### src/rtl/top_ctrl_pkg.sv
// Shared definitions for the tiled matrix-vector sequencer.
//   - state_e : sequencer FSM states
//   - MODE_*  : values driven on the mode output
//   - ERR_*   : values driven on the err_code output
//   - ceil_div: integer ceiling division, used for pass counts
package top_ctrl_pkg;

  typedef enum logic [3:0] {
    S_IDLE,
    S_CHECK,
    S_ISSUE_LOAD,
    S_WAIT_LOAD_ON,
    S_WAIT_LOAD_OFF,
    S_ISSUE_LAYER,
    S_WAIT_LAY_ON,
    S_WAIT_LAY_OFF,
    S_NEXT
  } state_e;

  localparam logic [1:0] MODE_IDLE  = 2'd0;
  localparam logic [1:0] MODE_LOAD  = 2'd1;
  localparam logic [1:0] MODE_LAYER = 2'd2;
  localparam logic [1:0] MODE_ERR   = 2'd3;

  localparam logic [1:0] ERR_NONE    = 2'd0;
  localparam logic [1:0] ERR_TIMEOUT = 2'd1;
  localparam logic [1:0] ERR_CFG     = 2'd2;

  function automatic int ceil_div(input int a, input int b);
    return (a + b - 1) / b;
  endfunction

endpackage

### src/rtl/top_ctrl_tiled_busy_handshake_wd.sv
// busy_handshake_wd: watches one of two sub-controller busy levels and
// reports the awaited edge, with a watchdog.
//   en      : a WAIT state is active
//   phase   : 0 = waiting for busy to rise, 1 = waiting for busy to fall
//   sel     : 0 = watch busy_a (load), 1 = watch busy_b (layer)
//   evt     : awaited level seen this cycle
//   timeout : TIMEOUT_CYC-th consecutive wait cycle without the event
// The counter is 0 in the first cycle of every wait, since it is cleared
// whenever the owner is not waiting or the awaited level has just arrived.
module busy_handshake_wd
  import top_ctrl_pkg::*;
#(
  parameter int TIMEOUT_CYC = 1024
) (
  input  logic clk,
  input  logic rst,
  input  logic en,
  input  logic phase,
  input  logic sel,
  input  logic busy_a,
  input  logic busy_b,
  output logic evt,
  output logic timeout
);
  localparam int CW = $clog2(TIMEOUT_CYC + 1);

  logic [CW-1:0] cnt_q;
  logic          busy_s;

  assign busy_s  = sel ? busy_b : busy_a;
  assign evt     = en && (phase ? !busy_s : busy_s);
  assign timeout = en && !evt && (cnt_q == CW'(TIMEOUT_CYC - 1));

  always_ff @(posedge clk or posedge rst) begin
    if (rst)                        cnt_q <= '0;
    else if (!en || evt || timeout) cnt_q <= '0;
    else                            cnt_q <= cnt_q + CW'(1);
  end

endmodule

### src/rtl/top_ctrl_tiled.sv
// top_ctrl_tiled: multi-layer sequencer for the MAC tile array. For each
// layer it runs ceil(rows/ROWS_PER_PASS) passes, each a load handshake
// (start_load / valid_ctrl_busy) followed by a readout handshake
// (start_layer / layer_ctrl_busy).
// Inputs : start, abort, cfg_rows/cols/layers, valid_ctrl_busy, layer_ctrl_busy
// Outputs: row_pass, layer_idx, acc_sel, load_len, last_pass, mode,
//          start_load, start_layer, busy, done, err_code
// Optional: define TOP_CTRL_PERF_EN to add perf_cycles / perf_stall.
// All outputs are registered.
module top_ctrl_tiled
  import top_ctrl_pkg::*;
#(
  parameter int MAX_N         = 16,
  parameter int ROWS_PER_PASS = 4,
  parameter int NUM_ACC       = 8,
  parameter int MAX_LAYERS    = 4,
  parameter int TIMEOUT_CYC   = 1024,
  localparam int NPASS_MAX = ceil_div(MAX_N, ROWS_PER_PASS),
  localparam int PASS_W    = (NPASS_MAX > 1) ? $clog2(NPASS_MAX) : 1,
  localparam int NP_W      = $clog2(NPASS_MAX + 1),
  localparam int RW        = $clog2(MAX_N + 1),
  localparam int LW        = $clog2(MAX_LAYERS + 1),
  localparam int LI_W      = (MAX_LAYERS > 1) ? $clog2(MAX_LAYERS) : 1,
  localparam int AW        = (NUM_ACC > 1) ? $clog2(NUM_ACC) : 1
) (
  input  logic              clk,
  input  logic              rst,
  input  logic              start,
  input  logic              abort,
  input  logic [RW-1:0]     cfg_rows,
  input  logic [RW-1:0]     cfg_cols,
  input  logic [LW-1:0]     cfg_layers,
  input  logic              valid_ctrl_busy,
  input  logic              layer_ctrl_busy,
  output logic [PASS_W-1:0] row_pass,
  output logic [LI_W-1:0]   layer_idx,
  output logic [AW-1:0]     acc_sel,
  output logic [RW-1:0]     load_len,
  output logic              last_pass,
  output logic [1:0]        mode,
  output logic              start_load,
  output logic              start_layer,
  output logic              busy,
  output logic              done,
  output logic [1:0]        err_code
`ifdef TOP_CTRL_PERF_EN
  ,
  output logic [31:0]       perf_cycles,
  output logic [31:0]       perf_stall
`endif
);

  state_e            state_q, state_n;
  logic [RW-1:0]     rows_q, rows_n, load_len_n;
  logic [LW-1:0]     layers_q, layers_n;
  logic [NP_W-1:0]   npass_q, npass_n, npass_calc;
  logic [PASS_W-1:0] row_pass_n;
  logic [LI_W-1:0]   layer_idx_n;
  logic [AW-1:0]     acc_sel_n;
  logic              last_pass_n, start_load_n, start_layer_n, busy_n, done_n;
  logic [1:0]        mode_n, err_n;
  logic              accept, cfg_bad, adv;
  logic              wd_en, wd_evt, wd_to;

  assign accept = (state_q == S_IDLE) && start && !valid_ctrl_busy &&
                  !layer_ctrl_busy && !abort;

  assign cfg_bad = (rows_q == '0) || (load_len == '0) || (layers_q == '0) ||
                   (rows_q > RW'(MAX_N)) || (load_len > RW'(MAX_N)) ||
                   (layers_q > LW'(MAX_LAYERS));

  assign npass_calc = NP_W'(ceil_div(int'(rows_q), ROWS_PER_PASS));

  assign wd_en = (state_q == S_WAIT_LOAD_ON) || (state_q == S_WAIT_LOAD_OFF) ||
                 (state_q == S_WAIT_LAY_ON)  || (state_q == S_WAIT_LAY_OFF);

  busy_handshake_wd #(.TIMEOUT_CYC(TIMEOUT_CYC)) u_wd (
    .clk     (clk),
    .rst     (rst),
    .en      (wd_en),
    .phase   ((state_q == S_WAIT_LOAD_OFF) || (state_q == S_WAIT_LAY_OFF)),
    .sel     ((state_q == S_WAIT_LAY_ON) || (state_q == S_WAIT_LAY_OFF)),
    .busy_a  (valid_ctrl_busy),
    .busy_b  (layer_ctrl_busy),
    .evt     (wd_evt),
    .timeout (wd_to)
  );

  always_comb begin
    state_n       = state_q;
    rows_n        = rows_q;
    layers_n      = layers_q;
    load_len_n    = load_len;
    npass_n       = npass_q;
    row_pass_n    = row_pass;
    layer_idx_n   = layer_idx;
    acc_sel_n     = acc_sel;
    last_pass_n   = last_pass;
    mode_n        = mode;
    err_n         = err_code;
    busy_n        = busy;
    start_load_n  = 1'b0;
    start_layer_n = 1'b0;
    done_n        = 1'b0;
    adv           = 1'b0;
    if (abort) begin
      state_n = S_IDLE;
      busy_n  = 1'b0;
      mode_n  = MODE_IDLE;
    end else if (wd_to) begin
      state_n = S_IDLE;
      err_n   = ERR_TIMEOUT;
      mode_n  = MODE_ERR;
      done_n  = 1'b1;
      busy_n  = 1'b0;
    end else begin
      unique case (state_q)
        S_IDLE: begin
          mode_n = MODE_IDLE;  // drops MODE_ERR after its single cycle
          if (accept) begin
            rows_n     = cfg_rows;
            load_len_n = cfg_cols;
            layers_n   = cfg_layers;
            err_n      = ERR_NONE;
            busy_n     = 1'b1;
            state_n    = S_CHECK;
          end
        end
        S_CHECK: begin
          if (cfg_bad) begin
            err_n   = ERR_CFG;
            done_n  = 1'b1;
            busy_n  = 1'b0;
            state_n = S_IDLE;
          end else begin
            npass_n     = npass_calc;
            row_pass_n  = '0;
            layer_idx_n = '0;
            acc_sel_n   = '0;
            last_pass_n = (npass_calc == NP_W'(1)) && (layers_q == LW'(1));
            state_n     = S_ISSUE_LOAD;
          end
        end
        S_ISSUE_LOAD: begin
          start_load_n = 1'b1;
          mode_n       = MODE_LOAD;
          state_n      = S_WAIT_LOAD_ON;
        end
        S_WAIT_LOAD_ON:  if (wd_evt) state_n = S_WAIT_LOAD_OFF;
        S_WAIT_LOAD_OFF: if (wd_evt) state_n = S_ISSUE_LAYER;
        S_ISSUE_LAYER: begin
          start_layer_n = 1'b1;
          mode_n        = MODE_LAYER;
          state_n       = S_WAIT_LAY_ON;
        end
        S_WAIT_LAY_ON:   if (wd_evt) state_n = S_WAIT_LAY_OFF;
        S_WAIT_LAY_OFF:  if (wd_evt) state_n = S_NEXT;
        S_NEXT: begin
          if (NP_W'(row_pass) < npass_q - NP_W'(1)) begin
            row_pass_n = row_pass + PASS_W'(1);
            adv        = 1'b1;
          end else if (LW'(layer_idx) < layers_q - LW'(1)) begin
            row_pass_n  = '0;
            layer_idx_n = layer_idx + LI_W'(1);
            adv         = 1'b1;
          end else begin
            done_n  = 1'b1;
            busy_n  = 1'b0;
            mode_n  = MODE_IDLE;
            state_n = S_IDLE;
          end
          // acc_sel tracks the linear pass index layer*NPASS+row_pass mod
          // NUM_ACC; a wrapping increment avoids the multiplier.
          if (adv) begin
            acc_sel_n   = (acc_sel == AW'(NUM_ACC - 1)) ? '0 : acc_sel + AW'(1);
            last_pass_n = (NP_W'(row_pass_n) == npass_q - NP_W'(1)) &&
                          (LW'(layer_idx_n) == layers_q - LW'(1));
            state_n     = S_ISSUE_LOAD;
          end
        end
        default: state_n = S_IDLE;
      endcase
    end
  end

  always_ff @(posedge clk or posedge rst) begin
    if (rst) begin
      state_q     <= S_IDLE;
      rows_q      <= '0;
      layers_q    <= '0;
      npass_q     <= '0;
      load_len    <= '0;
      row_pass    <= '0;
      layer_idx   <= '0;
      acc_sel     <= '0;
      last_pass   <= 1'b0;
      mode        <= MODE_IDLE;
      err_code    <= ERR_NONE;
      busy        <= 1'b0;
      start_load  <= 1'b0;
      start_layer <= 1'b0;
      done        <= 1'b0;
    end else begin
      state_q     <= state_n;
      rows_q      <= rows_n;
      layers_q    <= layers_n;
      npass_q     <= npass_n;
      load_len    <= load_len_n;
      row_pass    <= row_pass_n;
      layer_idx   <= layer_idx_n;
      acc_sel     <= acc_sel_n;
      last_pass   <= last_pass_n;
      mode        <= mode_n;
      err_code    <= err_n;
      busy        <= busy_n;
      start_load  <= start_load_n;
      start_layer <= start_layer_n;
      done        <= done_n;
    end
  end

`ifdef TOP_CTRL_PERF_EN
  always_ff @(posedge clk or posedge rst) begin
    if (rst) begin
      perf_cycles <= '0;
      perf_stall  <= '0;
    end else if (accept) begin
      perf_cycles <= '0;
      perf_stall  <= '0;
    end else begin
      if (busy && !(&perf_cycles)) perf_cycles <= perf_cycles + 32'd1;
      if (((state_q == S_WAIT_LOAD_ON) || (state_q == S_WAIT_LAY_ON)) &&
          !(&perf_stall))
        perf_stall <= perf_stall + 32'd1;
    end
  end
`endif

endmodule
### config.mk
export PLATFORM = sky130hd
export DESIGN_NAME = top_ctrl_tiled
export DESIGN_NICKNAME = d
export VERILOG_FILES = /design/src/rtl/top_ctrl_pkg.sv /design/src/rtl/top_ctrl_tiled_busy_handshake_wd.sv /design/src/rtl/top_ctrl_tiled.sv
export SDC_FILE = /design/constraint.sdc
export NUM_CORES = 1
export LEC_CHECK = 0
export ABC_CLOCK_PERIOD_IN_PS = 7500
export CORE_MARGIN = 3
export CORE_UTILIZATION = 51
export CTS_CLUSTER_SIZE = 12
export DETAILED_ROUTE_END_ITERATION = 8
export PLACE_DENSITY = 0.8
export RECOVER_POWER = 50
export SETUP_SLACK_MARGIN = 0.1
export SLEW_MARGIN = 5
export SYNTH_ARGS = -nofsm -noshare
export SYNTH_HDL_FRONTEND = slang
export SYNTH_SLANG_ARGS = --single-unit
### constraint.sdc
create_clock -name clk -period 7.5 [get_ports clk]
set_input_delay 1.5 -clock clk [delete_from_list [all_inputs] [get_ports clk]]
set_output_delay 1.5 -clock clk [all_outputs]
set_load 0.005 [all_outputs]
==> impl_metrics.ini, run 1 <==
[finish]
stdcell_count = 366
final_core_util_pct = 64.8
layout_common_cells = dfrtp_1 (47), nor2_1 (29), clkdlybuf4s50_1 (28)
finish.instance_area_um2 = 3120
area_growth_syn_to_layout_pct = 20.0
final_common_cell = dfrtp_1
fill_cells = 402
drive_gt1_share_pct = 9.03
diodes = 0
fin_nets = 326

[synth]
synthFlopType = dfrtp_1
synth_area_leaders = dfrtp_1 (45%), ha_1 (4.3%), nor2_1 (4.2%)
synth-simple-area-share_pct = 17.9
seq_area_frac_synth_pct = 45.2
synth.mux.area_fraction_pct = 8.90
synth_xor_area_share_pct = 6.06
syn_area_um2 = 2600
synthAdderAreaFrac_pct = 4.33
syn_nets = 289
synth_top_cell_by_area = dfrtp_1
yosys_warnings = 0
syn_area_per_cell_um2 = 9.96
ys_async_sr_fraction_pct = 100
synth_cell_types = 49
synth_compound_area_share_pct = 13.9
yosysTopAreaCellShare_pct = 45.2
synth_edf_count = 0
synthCells = 261
synth_top_family_by_area = simple AND/OR/NAND/NOR gates
ys_ff_latch = 47

[power_and_ir_drop]
power_density_nw_per_um2 = 277
peakVddDrop_v = 0.000152
p_sw_mw = 0.305
pwr-share-comb_pct = 38.7
clkPwrFrac_pct = 18.6
p_leak_nw = 1.36
switching_share_pct = 35.4
seqPwrFrac_pct = 42.8
p_int_mw = 0.558

[timing]
worst_slew_pin_slew_ns = 1.75
fin_worst_skew_ns = 0.00832
hold-worst-slack_ns = 0.485
hold_viol = 0
setup_violations = 0
maxSlewViolCount = 48
grt_setup_unrepaired = no
maxSlewHeadroom_pct = -16.7
timing.final.crit_share_pct = 48.1
tns_ns = 0
min_period_ns = 3.61
fmax_mhz = 277

[status]
violations = capacitance limit, slew limit
status = finished, violations left

[cts]
clk_latency_ns = 0.30
hold_buffers = 0
ctsLongestPathBuffers = 2
cts-root-buf = clkbuf_8
cts_sinks = 47
cts_tree = built
htreeDepth = 2
clkTransAtPathRegs_ns = 0.09
cts_resized = 0
cts_made_buffers = 5
post_cts_buffers = 0

[critical_path]
arrival_ns = 3.80
crit_type = primary input to flip-flop
timing.rr.end = acc_sel[0]
start_kind = primary input
r2r-start = npass_q[0]
endpoint = rows_q[3]
ff2ff_path_depth = 8
worst_setup_path_end_kind = flip-flop
crit_path_start = layer_ctrl_busy
r2r_slack_ns = 4.51
crit_fanout = 15
required_ns = 7.69

[place]
dpl.hpwl_um = 4020
routabilityCongestion = 0.816
io_buffers = 39
dpl_cell_area_um2 = 3020
dp_cells = 358

[global_route]
grt_max_degree = 48
antenna_found_initial = 0
gr-total-overflow = 0
grt_pass1_vias = 2046
grt_usage_pct = 19.7
grt_pass1_wl_um = 9370

[drt]
wire_per_inst_um = 14.8
dr.pass1.iters = 4
via_per_inst = 5.55
wl_met3_um = 271
highest_layer = met4
route.met2.wl_um = 2560
drc = 0
routed_wl_um = 5410
dr_total_vias = 2031
met1Wirelength_um = 2470
ant_nets = 0
drt_iter0_markers = 126

[die]
die-height_um = 77.4
pin_count = 40
rows = 25
die_area_um2 = 5990
die_w_um = 77.4
fp.coreArea_um2 = 4820
start_util_pct = 54.0

[flow_run]
max_cap_viol_count = 1

[hold_path]
hold_class = flip-flop to flip-flop
## per-stage QoR
step / total power, mW / setup WS [ns]
6_report: 0.863 / 3.89
5_1_grt: 0.931 / 3.74
4_1_cts: 0.875 / 3.92
3_5_place_dp: 0.713 / 3.57
3_3_place_gp: 0.695 / 3.66
2_1_floorplan: 0.587 / 4.30
## cells in the mapped netlist (all sizes together), types with 2 or more instances
| master | instances |
|---|---|
| dfrtp | 47 |
| a211oi | 2 |
| xor2 | 6 |
| o211ai | 2 |
| and2 | 2 |
| nand2b | 4 |
| inv | 12 |
| nor4 | 5 |
| and3 | 4 |
| buf | 4 |
| or2 | 2 |
| nand3b | 3 |
| a21oi | 13 |
| o2bb2ai | 2 |
| xnor2 | 12 |
| a21o | 5 |
| mux2 | 15 |
| o2111ai | 2 |
| nor2 | 29 |
| nor4b | 2 |
| clkbuf | 5 |
| a31oi | 2 |
| o21a | 2 |
| nor2b | 2 |
| nor3 | 3 |
| ha | 9 |
| nand4 | 3 |
| o21ai | 16 |
| mux2i | 4 |
| nand3 | 12 |
| nand2 | 16 |
## flip-flops by register name (all words and copies together) (netlist names)
signal / flops
acc_sel: 3
busy: 1
done: 1
err_code: 2
last_pass: 1
layer_idx: 2
layers_q: 3
load_len: 5
mode: 2
npass_q: 3
row_pass: 2
rows_q: 5
start_layer: 1
start_load: 1
state_q: 4
u_wd.cnt_q: 11
## cells by family (layout without fill, tap and decap cells)
kind of cell | count (synthesis) | count (layout)
DFF | 47 | 47
AOI/OAI and AO/OA | 55 | 55
xor gates and xnor gates | 18 | 18
adders and majority gates | 9 | 9
and+or+nand+nor | 92 | 92
buffers and inverters | 21 | 59
muxes | 19 | 19
## power groups by stage
stage / combinational (mW) / sequential [mW] / clock, mW
final: 0.334 / 0.369 / 0.160
after global routing: 0.377 / 0.379 / 0.175
after CTS: 0.341 / 0.370 / 0.165
after detailed placement: 0.339 / 0.374 / 0
after global placement: 0.325 / 0.370 / 0
after floorplan: 0.232 / 0.355 / 0
## worst min-delay path by stage
stage | from | endpoint | slack (ns) | cells past startpoint
after global placement | mode[0] | mode[0] | 0.46 | 1
after CTS | u_wd.cnt_q[0] | u_wd.cnt_q[0] | 0.49 | 1
after global routing | mode[1] | mode[1] | 0.52 | 1
after floorplan | u_wd.cnt_q[0] | u_wd.cnt_q[0] | 0.45 | 1
final | mode[0] | mode[0] | 0.48 | 1
after detailed placement | mode[0] | mode[0] | 0.47 | 1
## metal layers
layer	GRT usage [%]	vias to the layer above
met1	25.0	966
met4	7.47	0
met3	4.87	10
met5	0	-
met2	32.6	54
li1	-	1001
## worst max-delay path, cell delays in order
cell and delay [ns]:
clkdlybuf4s50_1 0.53, nor4bb_1 0.07, a31oi_1 0.29, a2111o_1 0.33, and3_1 0.67, mux2_2 0.40
## area by class of cell
class / instances / area (um2) / share of cell area, %
flip-flops and latches: 47 / 1180 / 37.7
well taps: 67 / 83.8 / 2.69
clock inverters: 1 / 8.76 / 0.281
clock buffers: 7 / 86.3 / 2.77
multi-input cells: 193 / 1330 / 42.6
inverters: 12 / 45.0 / 1.44
repair buffers: 39 / 390 / 12.5
(Power assumes the default switching activity.)
==> run 2: changes to the inputs <==
--- a/config.mk
+++ b/config.mk
@@ -5,12 +5,12 @@
 export SDC_FILE = /design/constraint.sdc
 export NUM_CORES = 1
 export LEC_CHECK = 0
-export ABC_CLOCK_PERIOD_IN_PS = 7500
+export ABC_CLOCK_PERIOD_IN_PS = 3100
 export CORE_MARGIN = 3
-export CORE_UTILIZATION = 51
+export CORE_UTILIZATION = 49
 export CTS_CLUSTER_SIZE = 12
 export DETAILED_ROUTE_END_ITERATION = 8
-export PLACE_DENSITY = 0.8
+export PLACE_DENSITY = 0.81
 export RECOVER_POWER = 50
 export SETUP_SLACK_MARGIN = 0.1
 export SLEW_MARGIN = 5
==> constraint.sdc (replaced) <==
create_clock -name clk -period 3.1 [get_ports clk]
set_input_delay 0.62 -clock clk [delete_from_list [all_inputs] [get_ports clk]]
set_output_delay 0.62 -clock clk [all_outputs]
set_load 0.005 [all_outputs]
==> impl_metrics.ini, run 2 (synthesized netlist as in run 1, its figures left out) <==
[cts]
ctsLongestPathBuffers = 2
post_cts_buffers = 0
htreeDepth = 2
cts_sinks = 47
cts_tree = built
cts_made_buffers = 5
cts-root-buf = clkbuf_8
clk_latency_ns = 0.31
clkTransAtPathRegs_ns = 0.09

[die]
die_area_um2 = 6220
die-height_um = 78.8
rows = 25
start_util_pct = 52.9
fp.coreArea_um2 = 4910
pin_count = 40
die_w_um = 78.8

[critical_path]
cp_cell_sequence = clkdlybuf4s50_1, nor3b_1, and2_1, and3_1, mux2_2
crit_slowest_cell = and3_1
slowest_delay_ns = 0.65
crit_fanout = 15
crit_type = primary input to flip-flop
worst_setup_path_end_kind = flip-flop
path_buf_inv = 1
start_kind = primary input
required_ns = 3.29
worst_path_dominant_cell_family = simple AND/OR/NAND/NOR gates
arrival_ns = 2.87

[finish]
fin_nets = 331
drive_gt1_share_pct = 11.2
diodes = 0
largest_reg_flops = 11
reg.largest.list = u_wd.cnt_q x11, load_len x5, rows_q x5
final_common_cell = dfrtp_1
largest-register = u_wd.cnt_q
area_growth_syn_to_layout_pct = 22.3
layout_common_cells = dfrtp_1 (47), nor2_1 (29), clkdlybuf4s50_1 (28)
fill_cells = 426

[power_and_ir_drop]
peakVddDrop_v = 0.000504
p_leak_nw = 1.38
power_density_nw_per_um2 = 688

[status]
status = complete, no violations

[global_route]
antenna_found_initial = 0
grt_pass1_vias = 2062
grt_max_degree = 48
grt_usage_pct = 19.9
grt_pass1_wl_um = 9690
gr-total-overflow = 0

[drt]
routed_wl_um = 5640
dr_total_vias = 2072
via_per_inst = 5.58
dr.pass1.iters = 4
wire_per_inst_um = 15.2
ant_nets = 0
drc = 0
drt_iter0_markers = 185

[place]
routabilityCongestion = 0.822
io_buffers = 39
dpl.hpwl_um = 4170

[timing]
hold_viol = 0
maxSlewHeadroom_pct = 24.6
timing.final.crit_share_pct = 86.4
tns_ns = 0
hold-worst-slack_ns = 0.492
grt_setup_unrepaired = no
fin_worst_skew_ns = 0.0105
worst_slew_pin_slew_ns = 1.13
setup_violations = 0
fmax_mhz = 374
min_period_ns = 2.68
maxSlewViolCount = 0

[hold_path]
hold_class = flip-flop to flip-flop

[flow_run]
max_cap_viol_count = 0
[run 2: worst paths after layout]
path                                  to  cells after the start       startpoint  slack, ns
hold reg to reg            u_wd.cnt_q[0]                      1    u_wd.cnt_q[0]       0.49
max in group asynchronous     acc_sel[2]                      3              rst       1.30
min in group asynchronous           busy                      3              rst       1.12
setup reg to reg              acc_sel[0]                      8      layers_q[0]       0.45
setup / recovery             load_len[1]                      5  layer_ctrl_busy       0.42
hold / removal             u_wd.cnt_q[0]                      1    u_wd.cnt_q[0]       0.49
[run 2: what timing repair did]
item,4_1_cts,5_1_grt
hold buffers,0,0
resized for setup,0,1
endpoints found under the setup margin,0,2
[run 2: area by class of cell]
type | count | area [um2] | area share, %
Timing Repair Buffer | 44 | 425 | 13.4
Sequential cell | 47 | 1180 | 37.0
Clock inverter | 3 | 46.3 | 1.46
Multi-Input combinational cell | 193 | 1330 | 42.0
Tap cell | 67 | 83.8 | 2.64
Inverter | 12 | 45.0 | 1.42
Clock buffer | 5 | 68.8 | 2.16
[run 2: worst reg2reg max path: stages, from the launching register on]
cell and delay (ns):
dfrtp_1 0.43, inv_1 0.12, ha_1 0.35, ha_1 0.28, o21a_1 0.13, o21a_1 0.20, a21o_1 0.22, a211oi_2 0.45
mux2_2 0.39
[run 2: routing by layer]
layer  vias up  global-route usage [%]  part of all wire [%]
met5         -                       0                     0
met1       980                    26.5                    45
met3         7                    3.17                   5.7
met2        72                    33.1                    48
li1       1013                       -                     -
met4         0                    6.70                   1.7
[run 2: per-stage QoR]
stage	cells	power (mW)	area [um2]	setup WS [ns]	util, %
after floorplan	261	1.42	2600	0.464	-
after global placement	363	1.70	3060	0.186	62.3
after detailed placement	363	1.74	3060	0.159	62.3
after CTS	371	2.21	3180	0.189	64.7
after global routing	371	2.34	3180	0.257	64.7
final	371	2.19	3180	0.423	64.7
[run 2: where the power goes]
part / leakage [nW] / switching, mW / internal, mW
logic: 0.712 / 0.385 / 0.448
registers: 0.615 / 0.156 / 0.736
clock network: 0.0548 / 0.221 / 0.243
total: 1.38 / 0.761 / 1.43
